[config.mk]
export PLATFORM = sky130hd
export DESIGN_NAME = bcd_multidigit_seg_ctrl_flat
export DESIGN_NICKNAME = d
export VERILOG_FILES = /design/src/rtl/bcd_seg_pkg.sv /design/src/rtl/bcd_multidigit_seg_ctrl_if.sv /design/src/rtl/btn_debounce.sv /design/src/rtl/bcd_multidigit_seg_ctrl.sv /design/src/flat_wrapper.sv
export SDC_FILE = /design/constraint.sdc
export NUM_CORES = 1
export LEC_CHECK = 0
export ABC_AREA = 1
export CAP_MARGIN = 20
export CORE_MARGIN = 5
export CORE_UTILIZATION = 50
export CTS_BUF_LIST = sky130_fd_sc_hd__clkbuf_8
export DETAILED_ROUTE_END_ITERATION = 10
export PLACE_DENSITY = 0.69
export SLEW_MARGIN = 30
export SYNTH_ARGS = -nofsm -noshare
export SYNTH_HDL_FRONTEND = slang
export SYNTH_SLANG_ARGS = --single-unit
[constraint.sdc]
create_clock -name clk -period 3.1 [get_ports clk]
set_input_delay 0.62 -clock clk [delete_from_list [all_inputs] [get_ports clk]]
set_output_delay 0.62 -clock clk [all_outputs]
set_load 0.01 [all_outputs]
[src/rtl/bcd_seg_pkg.sv]
// Shared constants and helpers for the multi-digit BCD counter / 7-segment driver.
// Latency: none (pure constants and functions).
// Backpressure: not applicable.
package bcd_seg_pkg;

    // Segment patterns {g,f,e,d,c,b,a}, active high
    localparam logic [6:0] SEG_0     = 7'h3F;
    localparam logic [6:0] SEG_1     = 7'h06;
    localparam logic [6:0] SEG_2     = 7'h5B;
    localparam logic [6:0] SEG_3     = 7'h4F;
    localparam logic [6:0] SEG_4     = 7'h66;
    localparam logic [6:0] SEG_5     = 7'h6D;
    localparam logic [6:0] SEG_6     = 7'h7D;
    localparam logic [6:0] SEG_7     = 7'h07;
    localparam logic [6:0] SEG_8     = 7'h7F;
    localparam logic [6:0] SEG_9     = 7'h6F;
    localparam logic [6:0] SEG_BLANK = 7'h00;

    // Bits needed to hold 0..n-1 (at least 1)
    function automatic int width_of(input int n);
        int w;
        w = 1;
        while ((1 << w) < n) w++;
        return w;
    endfunction

    // Any non-decimal digit is treated as 9
    function automatic logic [3:0] bcd_sat(input logic [3:0] d);
        return (d > 4'd9) ? 4'd9 : d;
    endfunction

    function automatic logic [6:0] bcd2seg(input logic [3:0] d);
        logic [6:0] s;
        case (d)
            4'd0:    s = SEG_0;
            4'd1:    s = SEG_1;
            4'd2:    s = SEG_2;
            4'd3:    s = SEG_3;
            4'd4:    s = SEG_4;
            4'd5:    s = SEG_5;
            4'd6:    s = SEG_6;
            4'd7:    s = SEG_7;
            4'd8:    s = SEG_8;
            default: s = SEG_9;
        endcase
        return s;
    endfunction

endpackage

[src/rtl/bcd_multidigit_seg_ctrl_if.sv]
// Front-panel / display bundle between the panel logic and the BCD counter block.
// Latency: none (wires only).
// Backpressure: none; inputs are levels/pulses, outputs are registered in the block.
interface bcd_multidigit_seg_ctrl_if #(
    parameter int DIGITS = 4
);
    logic                  en;
    logic                  we;
    logic                  btn;
    logic                  btn_sel;
    logic [7:0]            seg;
    logic [DIGITS-1:0]     an;
    logic [4*DIGITS-1:0]   value;
    logic                  wrap;

    modport master (
        output en, we, btn, btn_sel,
        input  seg, an, value, wrap
    );

    modport slave (
        input  en, we, btn, btn_sel,
        output seg, an, value, wrap
    );
endinterface

[src/rtl/btn_debounce.sv]
// Button debouncer: 2-flop synchroniser plus stability counter, press = accepted 1->0.
// Latency: 2 sync cycles + DEBOUNCE_CYC stable samples before level/press_pulse move.
// Backpressure: none; press_pulse is a single-cycle event per accepted press.
module btn_debounce
    import bcd_seg_pkg::*;
#(
    parameter int DEBOUNCE_CYC = 65536
) (
    input  logic clk,
    input  logic rst,
    input  logic btn_n,
    output logic level,
    output logic press_pulse
);
    localparam int              DB_W     = width_of(DEBOUNCE_CYC);
    localparam logic [DB_W-1:0] CNT_LAST = DB_W'(DEBOUNCE_CYC - 1);

    logic            sync1_q, sync1_d;
    logic            sync2_q, sync2_d;
    logic            level_q, level_d;
    logic            press_q, press_d;
    logic [DB_W-1:0] cnt_q, cnt_d;

    // Count consecutive samples that disagree with the accepted level; any agreeing sample restarts it
    always_comb begin
        sync1_d = btn_n;
        sync2_d = sync1_q;
        level_d = level_q;
        press_d = 1'b0;
        cnt_d   = '0;
        if (sync2_q != level_q) begin
            if (cnt_q == CNT_LAST) begin
                level_d = sync2_q;
                press_d = ~sync2_q;
            end else begin
                cnt_d = cnt_q + 1'b1;
            end
        end
    end

    // State registers; reset reports the button as released
    always_ff @(posedge clk or negedge rst) begin
        if (!rst) begin
            sync1_q <= 1'b1;
            sync2_q <= 1'b1;
            level_q <= 1'b1;
            press_q <= 1'b0;
            cnt_q   <= '0;
        end else begin
            sync1_q <= sync1_d;
            sync2_q <= sync2_d;
            level_q <= level_d;
            press_q <= press_d;
            cnt_q   <= cnt_d;
        end
    end

    assign level       = level_q;
    assign press_pulse = press_q;
endmodule

[src/rtl/bcd_multidigit_seg_ctrl.sv]
// N-digit BCD counter with in-place digit editor and multiplexed 7-segment scan driver.
// Latency: value/wrap update 1 cycle after en or a debounced edit event; seg/an registered together.
// Backpressure: none; en is a single-cycle tick, button events outside EDIT are dropped.
module bcd_multidigit_seg_ctrl
    import bcd_seg_pkg::*;
#(
    parameter int DIGITS       = 4,
    parameter int SCAN_DIV     = 1000,
    parameter int BLINK_DIV    = 1 << 22,
    parameter int DEBOUNCE_CYC = 1 << 16
) (
    input  logic                     clk,
    input  logic                     rst,
    bcd_multidigit_seg_ctrl_if.slave bus
);
    localparam int                 CUR_W      = width_of(DIGITS);
    localparam int                 SCAN_W     = width_of(SCAN_DIV);
    localparam int                 BLINK_W    = width_of(BLINK_DIV);
    localparam logic [CUR_W-1:0]   CUR_LAST   = CUR_W'(DIGITS - 1);
    localparam logic [SCAN_W-1:0]  SCAN_LAST  = SCAN_W'(SCAN_DIV - 1);
    localparam logic [BLINK_W-1:0] BLINK_LAST = BLINK_W'(BLINK_DIV - 1);

    logic [4*DIGITS-1:0] value_q, value_d;
    logic [CUR_W-1:0]    cur_q, cur_d;
    logic [CUR_W-1:0]    idx_q, idx_d;
    logic [SCAN_W-1:0]   scan_cnt_q, scan_cnt_d;
    logic [BLINK_W-1:0]  blink_cnt_q, blink_cnt_d;
    logic                blink_on_q, blink_on_d;
    logic                we_q, we_d;
    logic                wrap_q, wrap_d;
    logic [DIGITS-1:0]   an_q, an_d;
    logic [7:0]          seg_q, seg_d;
    logic [3:0]          show_dig;

    logic                btn_level, btn_press;
    logic                sel_level, sel_press;
    logic                unused_levels;
    logic                run_inc, edit_inc, edit_sel;
    logic [DIGITS:0]     carry;

    btn_debounce #(.DEBOUNCE_CYC(DEBOUNCE_CYC)) u_db_inc (
        .clk         (clk),
        .rst         (rst),
        .btn_n       (bus.btn),
        .level       (btn_level),
        .press_pulse (btn_press)
    );

    btn_debounce #(.DEBOUNCE_CYC(DEBOUNCE_CYC)) u_db_sel (
        .clk         (clk),
        .rst         (rst),
        .btn_n       (bus.btn_sel),
        .level       (sel_level),
        .press_pulse (sel_press)
    );

    // Debounced levels are kept on the debouncer for probing; only the press events drive logic here
    assign unused_levels = btn_level ^ sel_level;

    assign run_inc  = ~bus.we & bus.en;
    assign edit_inc = bus.we & btn_press;
    assign edit_sel = bus.we & sel_press;

    // Ripple carry chain in RUN; in EDIT only the cursor digit steps, with no carry out
    assign carry[0] = run_inc;
    for (genvar i = 0; i < DIGITS; i++) begin : g_digit
        logic [3:0] dig;
        logic       hit;
        assign dig          = bcd_sat(value_q[4*i +: 4]);
        assign hit          = edit_inc && (cur_q == CUR_W'(i));
        assign carry[i+1]   = carry[i] && (dig == 4'd9);
        assign value_d[4*i +: 4] = (carry[i] || hit) ? ((dig == 4'd9) ? 4'd0 : dig + 4'd1) : dig;
    end

    // Next-state for cursor, blink, scan and the registered display outputs
    always_comb begin
        cur_d = cur_q;
        if (edit_sel) begin
            cur_d = (cur_q == CUR_LAST) ? '0 : cur_q + 1'b1;
        end

        // carry out of the top digit only happens on a RUN tick at all-9s
        wrap_d = carry[DIGITS];
        we_d   = bus.we;

        blink_cnt_d = blink_cnt_q;
        blink_on_d  = blink_on_q;
        if (bus.we && !we_q) begin
            blink_cnt_d = '0;
            blink_on_d  = 1'b1;
        end else if (bus.we) begin
            if (blink_cnt_q == BLINK_LAST) begin
                blink_cnt_d = '0;
                blink_on_d  = ~blink_on_q;
            end else begin
                blink_cnt_d = blink_cnt_q + 1'b1;
            end
        end

        scan_cnt_d = scan_cnt_q + 1'b1;
        idx_d      = idx_q;
        if (scan_cnt_q == SCAN_LAST) begin
            scan_cnt_d = '0;
            idx_d      = (idx_q == CUR_LAST) ? '0 : idx_q + 1'b1;
        end

        // Display is built from next-state so an/seg always describe the same digit and value
        show_dig = 4'd0;
        for (int i = 0; i < DIGITS; i++) begin
            if (idx_d == CUR_W'(i)) show_dig = value_d[4*i +: 4];
        end
        an_d  = ~(DIGITS'(1) << idx_d);
        seg_d = {1'b0, bcd2seg(show_dig)};
        if (bus.we && (idx_d == cur_d)) begin
            seg_d = blink_on_d ? {1'b1, bcd2seg(show_dig)} : {1'b0, SEG_BLANK};
        end
    end

    // All state and outputs registered; reset shows digit 0 as "0"
    always_ff @(posedge clk or negedge rst) begin
        if (!rst) begin
            value_q     <= '0;
            cur_q       <= '0;
            idx_q       <= '0;
            scan_cnt_q  <= '0;
            blink_cnt_q <= '0;
            blink_on_q  <= 1'b1;
            we_q        <= 1'b0;
            wrap_q      <= 1'b0;
            an_q        <= ~DIGITS'(1);
            seg_q       <= {1'b0, SEG_0};
        end else begin
            value_q     <= value_d;
            cur_q       <= cur_d;
            idx_q       <= idx_d;
            scan_cnt_q  <= scan_cnt_d;
            blink_cnt_q <= blink_cnt_d;
            blink_on_q  <= blink_on_d;
            we_q        <= we_d;
            wrap_q      <= wrap_d;
            an_q        <= an_d;
            seg_q       <= seg_d;
        end
    end

    assign bus.value = value_q;
    assign bus.wrap  = wrap_q;
    assign bus.an    = an_q;
    assign bus.seg   = seg_q;
endmodule
[src/flat_wrapper.sv]
// flat-port wrapper written by rule: the top's interface ports become plain ports
module bcd_multidigit_seg_ctrl_flat import bcd_seg_pkg::*;
#(
    parameter int DIGITS       = 4,
    parameter int SCAN_DIV     = 1000,
    parameter int BLINK_DIV    = 1 << 22,
    parameter int DEBOUNCE_CYC = 1 << 16
)
  (clk, rst, bus_en, bus_we, bus_btn, bus_btn_sel, bus_seg, bus_an, bus_value, bus_wrap);
  bcd_multidigit_seg_ctrl_if #(.DIGITS(DIGITS)) bus_i ();
  input  logic clk;
  input  logic rst;
  input wire logic [$bits(bus_i.en)-1:0] bus_en;
  input wire logic [$bits(bus_i.we)-1:0] bus_we;
  input wire logic [$bits(bus_i.btn)-1:0] bus_btn;
  input wire logic [$bits(bus_i.btn_sel)-1:0] bus_btn_sel;
  output wire logic [$bits(bus_i.seg)-1:0] bus_seg;
  output wire logic [$bits(bus_i.an)-1:0] bus_an;
  output wire logic [$bits(bus_i.value)-1:0] bus_value;
  output wire logic [$bits(bus_i.wrap)-1:0] bus_wrap;
  assign bus_i.en = bus_en;
  assign bus_i.we = bus_we;
  assign bus_i.btn = bus_btn;
  assign bus_i.btn_sel = bus_btn_sel;
  assign bus_seg = bus_i.seg;
  assign bus_an = bus_i.an;
  assign bus_value = bus_i.value;
  assign bus_wrap = bus_i.wrap;
  bcd_multidigit_seg_ctrl #(.DIGITS(DIGITS), .SCAN_DIV(SCAN_DIV), .BLINK_DIV(BLINK_DIV), .DEBOUNCE_CYC(DEBOUNCE_CYC)) u_core (.clk(clk), .rst(rst), .bus(bus_i));
endmodule
After elaboration in Yosys (flattened, before gate mapping)
Memories as Yosys holds them, arrays and structs flattened.
Cells that the tools add are included.

cells by class
  equal/unequal tests = 18
  reductions and logical operators = 20
  multiplexer cells = 37
  shift operators = 1
  bitwise operators = 8
  $add $sub $neg = 10
  magnitude comparators = 4

operators with widths
  operator                 number
  $mux W22                 3
  $mux W16                 4
  $mux W4                  16
  $add A16 B1 Y16 const B  2
  $eq A16 B16 Y1 const B   2
  $add A22 B1 Y22 const B  1
  $eq A22 B22 Y1 const B   1
  $add A4 B1 Y4 const B    4
  $eq A4 B4 Y1 const B     4
  $gt A4 B4 Y1 const B     4
  $mux W8                  2
  $add A10 B1 Y10 const B  1
  $eq A10 B10 Y1 const B   1
  $eq A2 B2 Y1 const B     5
  $logic_and A1 B1 Y1      10
  $mux W10                 1
  $mux W2                  4
  $mux W1                  7
  $add A2 B1 Y2 const B    2
  $eq A2 B1 Y1 const B     2
  $logic_not A2 Y1         2
  $logic_or A1 B1 Y1       4
  $not A1 Y1               4
  $not A4 Y4               1
  other kinds (7)          11

word-level totals
  bits of input ports = 6
  memory bits (read-only) = 224
  register bits = 107
  memories = 2
  output and inout port bits = 29

memories
  name             depth  width  read ports  clocked after memory_dff  write ports  line               text
  (no name shown)  16     7      1           0                         0            bcd_seg_pkg.sv:34  case (d)
  (no name shown)  16     7      1           0                         0            bcd_seg_pkg.sv:34

Longest topological paths before layout
An unclocked memory read counts as a cell.

  depth after elaboration = 12
  mapped depth = 20
  mapped depth without buffers = 20

Modules after synthesis
A second synthesis with hierarchy kept.

second synthesis, totals
  cell total of the unflattened synthesis = 724
  area total of the unflattened synthesis = 5943.2 um^2

modules (own cells, without submodules)
  module                   cells an instance  instances  sequential area each (um^2)  area each (um^2)
  bcd_multidigit_seg_ctrl  478                1          1689.1                       3933.8
  btn_debounce             123                2          504.2                        1004.7

Worst setup path after synthesis
Ideal clock, no wire load.

  path kind = input to register
  start = in bus_we
  end = reg u_core.seg_q[3] (netlist: u_core.bus.seg[3])
  setup time = 72 ps
  path slack = 848 ps
  cell stages on the path = 17
  arrival time = 2180 ps
  path through = buf_6 inv_4 nand2_1 inv_1 nand2_2 inv_2 nand3_2 nand2_2 xor2_1 nand2_1 nand2_1 inv_1 ha_1 nand3_1 nand3_1 nand2_1 inv_1

on the way
  longest elaborated chain between the ends = 11
  elaborated cells on any way between the ends = 33
  those cells by class = 1 x eq/ne; 13 x mux; 4 x bitwise; 13 x reduce/logical; 2 x memory

ends and longest elaborated chain
  what                              line                            text
  start, declared                   flat_wrapper.sv:14              input wire logic [$bits(bus_i.we)-1:0] bus_we;
  $not A1 Y1                        bcd_multidigit_seg_ctrl.sv:60   assign run_inc = ~bus.we & bus.en;
  $and A1 B1 Y1                     bcd_multidigit_seg_ctrl.sv:60
  $logic_and A1 B1 Y1 (3 in a row)  bcd_multidigit_seg_ctrl.sv:71   assign carry[i+1] = carry[i] && (dig == 4'd9);
  $logic_or A1 B1 Y1 (*)            bcd_multidigit_seg_ctrl.sv:72   assign value_d[4*i +: 4] = (carry[i] || hit) ? ((dig == 4'd9) ? 4'd0 : dig + 4'd1) : dig;
  $mux W4 (*)                       bcd_multidigit_seg_ctrl.sv:72
  net u_core.value_d[12]            bcd_multidigit_seg_ctrl.sv:23   logic [4*DIGITS-1:0] value_q, value_d;
  $mux W4 (*)                       bcd_multidigit_seg_ctrl.sv:110  if (idx_d == CUR_W'(i)) show_dig = value_d[4*i +: 4];
  $mem_v2 Z16 W7                    -
  $mux W8                           bcd_multidigit_seg_ctrl.sv:115  seg_d = blink_on_d ? {1'b1, bcd2seg(show_dig)} : {1'b0, SEG_BLANK};
  $mux W8 (*)                       bcd_multidigit_seg_ctrl.sv:114  if (bus.we && (idx_d == cur_d)) begin
  net u_core.seg_d[3]               bcd_multidigit_seg_ctrl.sv:32   logic [7:0] seg_q, seg_d;
  end signal, assigned              bcd_multidigit_seg_ctrl.sv:131  seg_q <= {1'b0, SEG_0};
  end signal, assigned              bcd_multidigit_seg_ctrl.sv:142  seg_q <= seg_d;
  end, declared                     bcd_multidigit_seg_ctrl.sv:32

The timed path passes the listed nets; every way through them passes the cells marked *.
A chain may end at the register's enable or synchronous reset.

Worst setup path after layout
  start = in bus_we
  end = reg u_core.seg_q[3] (netlist: u_core.bus.seg[3])

on the way
  longest elaborated chain between the ends = 11
  elaborated cells on any way between the ends = 33
  those cells by class = 1 x eq/ne; 13 x mux; 4 x bitwise; 13 x reduce/logical; 2 x memory

ends and longest elaborated chain
  what                                                       line
  $and A1 B1 Y1 or $not A1 Y1 (tied branches)                bcd_multidigit_seg_ctrl.sv:61, bcd_multidigit_seg_ctrl.sv:60
  $logic_and A1 B1 Y1 or $and A1 B1 Y1 (tied branches)       bcd_multidigit_seg_ctrl.sv:70, bcd_multidigit_seg_ctrl.sv:60
  $logic_or A1 B1 Y1 or $logic_and A1 B1 Y1 (tied branches)  bcd_multidigit_seg_ctrl.sv:72, bcd_multidigit_seg_ctrl.sv:71
  $mux W4, or another cell as far along                      bcd_multidigit_seg_ctrl.sv:72
  $mux W4, or another cell as far along (2 in a row)         bcd_multidigit_seg_ctrl.sv:110
  $mux W4, on equally long branches                          bcd_multidigit_seg_ctrl.sv:110, bcd_multidigit_seg_ctrl.sv:72
  $mux W4                                                    bcd_multidigit_seg_ctrl.sv:110
  $mem_v2 Z16 W7                                             -
  $mux W8                                                    bcd_multidigit_seg_ctrl.sv:115
  $mux W8 (*)                                                bcd_multidigit_seg_ctrl.sv:114
  net u_core.seg_d[3]                                        bcd_multidigit_seg_ctrl.sv:32

Marks and branches as above.

==> flow_results.org <==
** Yosys
- The commonest cells after synthesis are sky130_fd_sc_hd__nand2_1 (144), sky130_fd_sc_hd__inv_1 (106), sky130_fd_sc_hd__dfrtp_1 (91), sky130_fd_sc_hd__nor2_1 (91), sky130_fd_sc_hd__nand3_1 (53).
- After synthesis the netlist holds a flip-flop and latch count of between 100 and 150.
- Flip-flop cell with the highest count after synthesis :: sky130_fd_sc_hd__dfrtp_1
- In the post-synthesis netlist, the biggest area contributors are sky130_fd_sc_hd__dfrtp_1 (40%), sky130_fd_sc_hd__nand2_1 (9.6%), sky130_fd_sc_hd__dfstp_2 (7.5%), sky130_fd_sc_hd__inv_1 (7.1%), sky130_fd_sc_hd__nor2_1 (6.1%).
- The number of nets handed over by synthesis was 714.
- The average instance in the mapped netlist occupies 8.11 µm².
- Synth warn :: 0
- By instance count, the leading cell after synthesis is sky130_fd_sc_hd__nand2_1.
- EDFF count, synth :: 0
- Area share of the largest cell type after synthesis :: 0.405
- Synthesized instance count :: 694
- In this run the cell area of the synthesized design comes to between 0.005 and 0.006 mm².
- The number of different library cells used by synthesis comes to 40.
- Of all flip-flops after synthesis, the portion carrying an async set or reset was 1.00.
- Fraction of the yosys area taken by sequential cells :: 0.480
- Cell type contributing the most total cell area after synthesis :: sky130_fd_sc_hd__dfrtp_1

** STA
- For this run, the top clock speed supported by timing is 385 MHz.
- Setup repair after global routing left no endpoint under its margin.
- Between clock sinks in the finished design, the worst skew comes to roughly 0.015 ns.
- Time the worst path needs with I/O delays and setup :: between 2 and 3 ns
- Worst relative slew slack :: 0.590
- Setup violations remaining at the end of the flow were counted as 0.
- Period utilisation layout :: 0.838
- Count of final hold-check violations :: 0
- For the final routed database, the setup TNS stands at 0 ns.
- Number of pins exceeding their max-slew limit in the final report :: 0
- At the pin with the least slew margin, the transition time is 0.614 ns.

** Clocking
- Quantity of hold-fixing buffers added after cts :: 0
- Clk_lat worst skew :: 0.38 ns
- CTS saw around 110 sinks.
- TritonCTS built the clock tree.
- Post-CTS timing repair inserted 0 buffers for setup.
- Htree depth :: 3
- Root cell of the clock tree :: sky130_fd_sc_hd__clkbuf_8
- Clock transition at the register clock pins on the worst setup and hold paths after CTS :: approximately 0.10 ns
- Post-CTS resize count :: 0
- The longest clock path from root to sink contains 2 buffers.
- The number of clock buffers added by TritonCTS is 9.

** Global routing
- In the global route stage, overall resource usage came out at 0.180.
- Vias in the first global route :: ~4400
- The initial antenna violation count came to 0.
- The first global-routing pass estimated between 15000 and 20000 µm of wire.
- Maximum number of pins on one net before global-route repair :: 50
- Total congestion overflow :: 0

** Cells and area
- In the final layout, the share of cells above drive strength 1 is 0.109.
- Total area of multi-input combinational cells :: 0.00248 mm²
- Number of fillers in the final layout :: 995
- Area taken by flip-flops and latches :: 0.00270 mm²
- 0 antenna diodes ended up in the layout.
- Relative to the synthesized area, the layout overhead comes to 13.0%.
- Share of the core filled with cells in the final layout :: 0.581
- The final layout contains 761 nets.

** Setup path
- Largest fanout on the critical path :: 5
- Type of element launching the critical path :: input pin
- The critical path in this run is classified as input pin to flop.
- For the worst setup path, the data arrival time is 2.92 ns.
- Data on the critical path is required at its endpoint by about 3.4 ns.
- The worst setup path is captured at a flop.

** Power and ir drop
- For this design the static power due to leakage is 3.05 nW.
- Worst-case vdd ir drop :: between 0.0003 and 0.0004 V
- Overall power after layout :: 3.28 mW
- In this run the power density over the cells is roughly 520 mW/mm².

** Die
- Die X :: around 120 µm
- The die is 116 µm tall.
- I/O pin total :: 35
- Area of the die :: 0.0135 mm²
- Row generation in the floorplan step produced 38 rows.
- The initial utilization of the core area, before any placement, comes to 0.514.
- Area inside the core boundary :: 0.0109 mm²

** Job
- Max-cap violations :: 0

** Drt
- DR iter-0 viols :: ~390
- After detailed routing, the total wire length is roughly 11000 µm.
- Routed via count :: around 4500
- Routed len/inst :: between 10 and 15 µm
- The detail route stage leaves a number of antenna-violating nets equal to 0.
- Vias per cell :: 5.04
- Post-route DRC violation count :: 0
- First-pass iteration count of the detailed router :: 7

** Place
- Final Wtd Congestion :: 0.944
- Input and output buffers added on the ports amount to 34.
- Detailed placement finished with a half-perimeter wire length of 8350 µm.

** Min path
- The tightest min-delay check is of the input pin to async pin type.

** Outcome
- Outcome :: finished clean
## cell families (layout without fill, tap and decap cells)
logic type	Yosys count	in the layout	synth area share
xor gates and xnor gates	30	30	0.0467
and+or+nand+nor	372	372	0.310
adders and majority gates	14	14	0.0311
DFF	107	107	0.480
AOI/OAI and AO/OA	56	56	0.0534
buffers and inverters	115	167	0.0787
## state kept, by name, indices dropped and copies added (netlist names)
| name | count |
|---|---|
| u_core.idx_q | 2 |
| u_core.u_db_sel.cnt_q | 16 |
| u_core.blink_cnt_q | 22 |
| u_core.cur_q | 2 |
| u_core.u_db_inc.press_pulse | 1 |
| u_core.u_db_inc.sync2_q | 1 |
| u_core.u_db_inc.level | 1 |
| u_core.bus.wrap | 1 |
| u_core.bus.value | 16 |
| u_core.bus.seg | 8 |
| u_core.u_db_sel.press_pulse | 1 |
| u_core.u_db_inc.cnt_q | 16 |
| u_core.u_db_sel.level | 1 |
| u_core.we_q | 1 |
| u_core.u_db_sel.sync1_q | 1 |
| u_core.bus.an | 4 |
| u_core.scan_cnt_q | 10 |
| u_core.u_db_inc.sync1_q | 1 |
| u_core.blink_on_q | 1 |
| u_core.u_db_sel.sync2_q | 1 |
## final timing paths
path	startpoint	end	slack, ns	cells past startpoint
max reg2reg	u_core.scan_cnt_q[0]$_DFF_PN0_	u_core.bus.seg[3]$_DFF_PN1_	0.54	17
min	rst	u_core.u_db_sel.cnt_q[13]$_DFF_PN0_	0.25	1
min reg2reg	u_core.u_db_sel.sync1_q$_DFF_PN1_	u_core.u_db_sel.sync2_q$_DFF_PN1_	0.36	0
max in group asynchronous	rst	u_core.bus.seg[4]$_DFF_PN1_	2.04	2
max	bus_we	u_core.bus.seg[3]$_DFF_PN1_	0.50	16
min in group clk	u_core.u_db_sel.sync1_q$_DFF_PN1_	u_core.u_db_sel.sync2_q$_DFF_PN1_	0.36	0
## cell type report
class,instances,share of cell area
multi-input combinational,472,0.391
inverter,112,0.0665
clock inverter,7,0.0124
tap,140,0.0275
sequential,107,0.424
clock buffer,9,0.0195
timing repair buffer,39,0.0590
## worst max-delay path, cell delays in order
cell	delay, ns
sky130_fd_sc_hd__clkdlybuf4s50_1	0.62
sky130_fd_sc_hd__inv_4	0.04
sky130_fd_sc_hd__nand2_1	0.10
sky130_fd_sc_hd__inv_1	0.07
sky130_fd_sc_hd__nand2_2	0.11
sky130_fd_sc_hd__nand2_2	0.09
sky130_fd_sc_hd__xnor2_1	0.18
sky130_fd_sc_hd__o22ai_1	0.11
sky130_fd_sc_hd__a21oi_1	0.17
sky130_fd_sc_hd__nand2_1	0.12
sky130_fd_sc_hd__inv_1	0.13
sky130_fd_sc_hd__ha_1	0.24
sky130_fd_sc_hd__nand3_1	0.10
sky130_fd_sc_hd__nand3_1	0.09
sky130_fd_sc_hd__nand2_1	0.06
sky130_fd_sc_hd__inv_1	0.05
## layer usage
metal  share of wire  global-route usage
met5               0                   0
met4           0.017              0.0650
met3           0.051              0.0522
met2            0.49               0.300
met1            0.44               0.225
## power breakdown
group          switching (mW)  leakage, nW  internal, mW
sequential             0.0840         1.39          1.53
combinational           0.473         1.55         0.336
clock                   0.480        0.103         0.380
total                    1.04         3.05          2.24
## cell usage in the layout, fill, tap and decap left out, drive strengths merged, types with 14 or more instances in the layout
cell type / Yosys / layout
a21oi: 24 / 24
ha: 14 / 14
xor2: 21 / 21
dfrtp: 91 / 91
nand3: 59 / 59
dfstp: 16 / 16
clkdlybuf4s50: 0 / 33
nor2: 99 / 99
o21ai: 24 / 24
inv: 112 / 114
nand2: 158 / 158
nor3: 32 / 32
## metrics by stage
| step | instances | cell area, µm² | worst slack [ns] | hold WS [ns] |
|---|---|---|---|---|
| after floorplan | 694 | 5630 | 0.848 | 0.324 |
| after global placement | 870 | 6160 | 0.230 | 0.347 |
| after detailed placement | 870 | 6160 | 0.103 | 0.348 |
| after CTS | 886 | 6360 | 0.511 | 0.245 |
| after global routing | 886 | 6360 | 0.176 | 0.260 |
| final | 886 | 6360 | 0.503 | 0.247 |
Power figures use the tool's default switching activity.
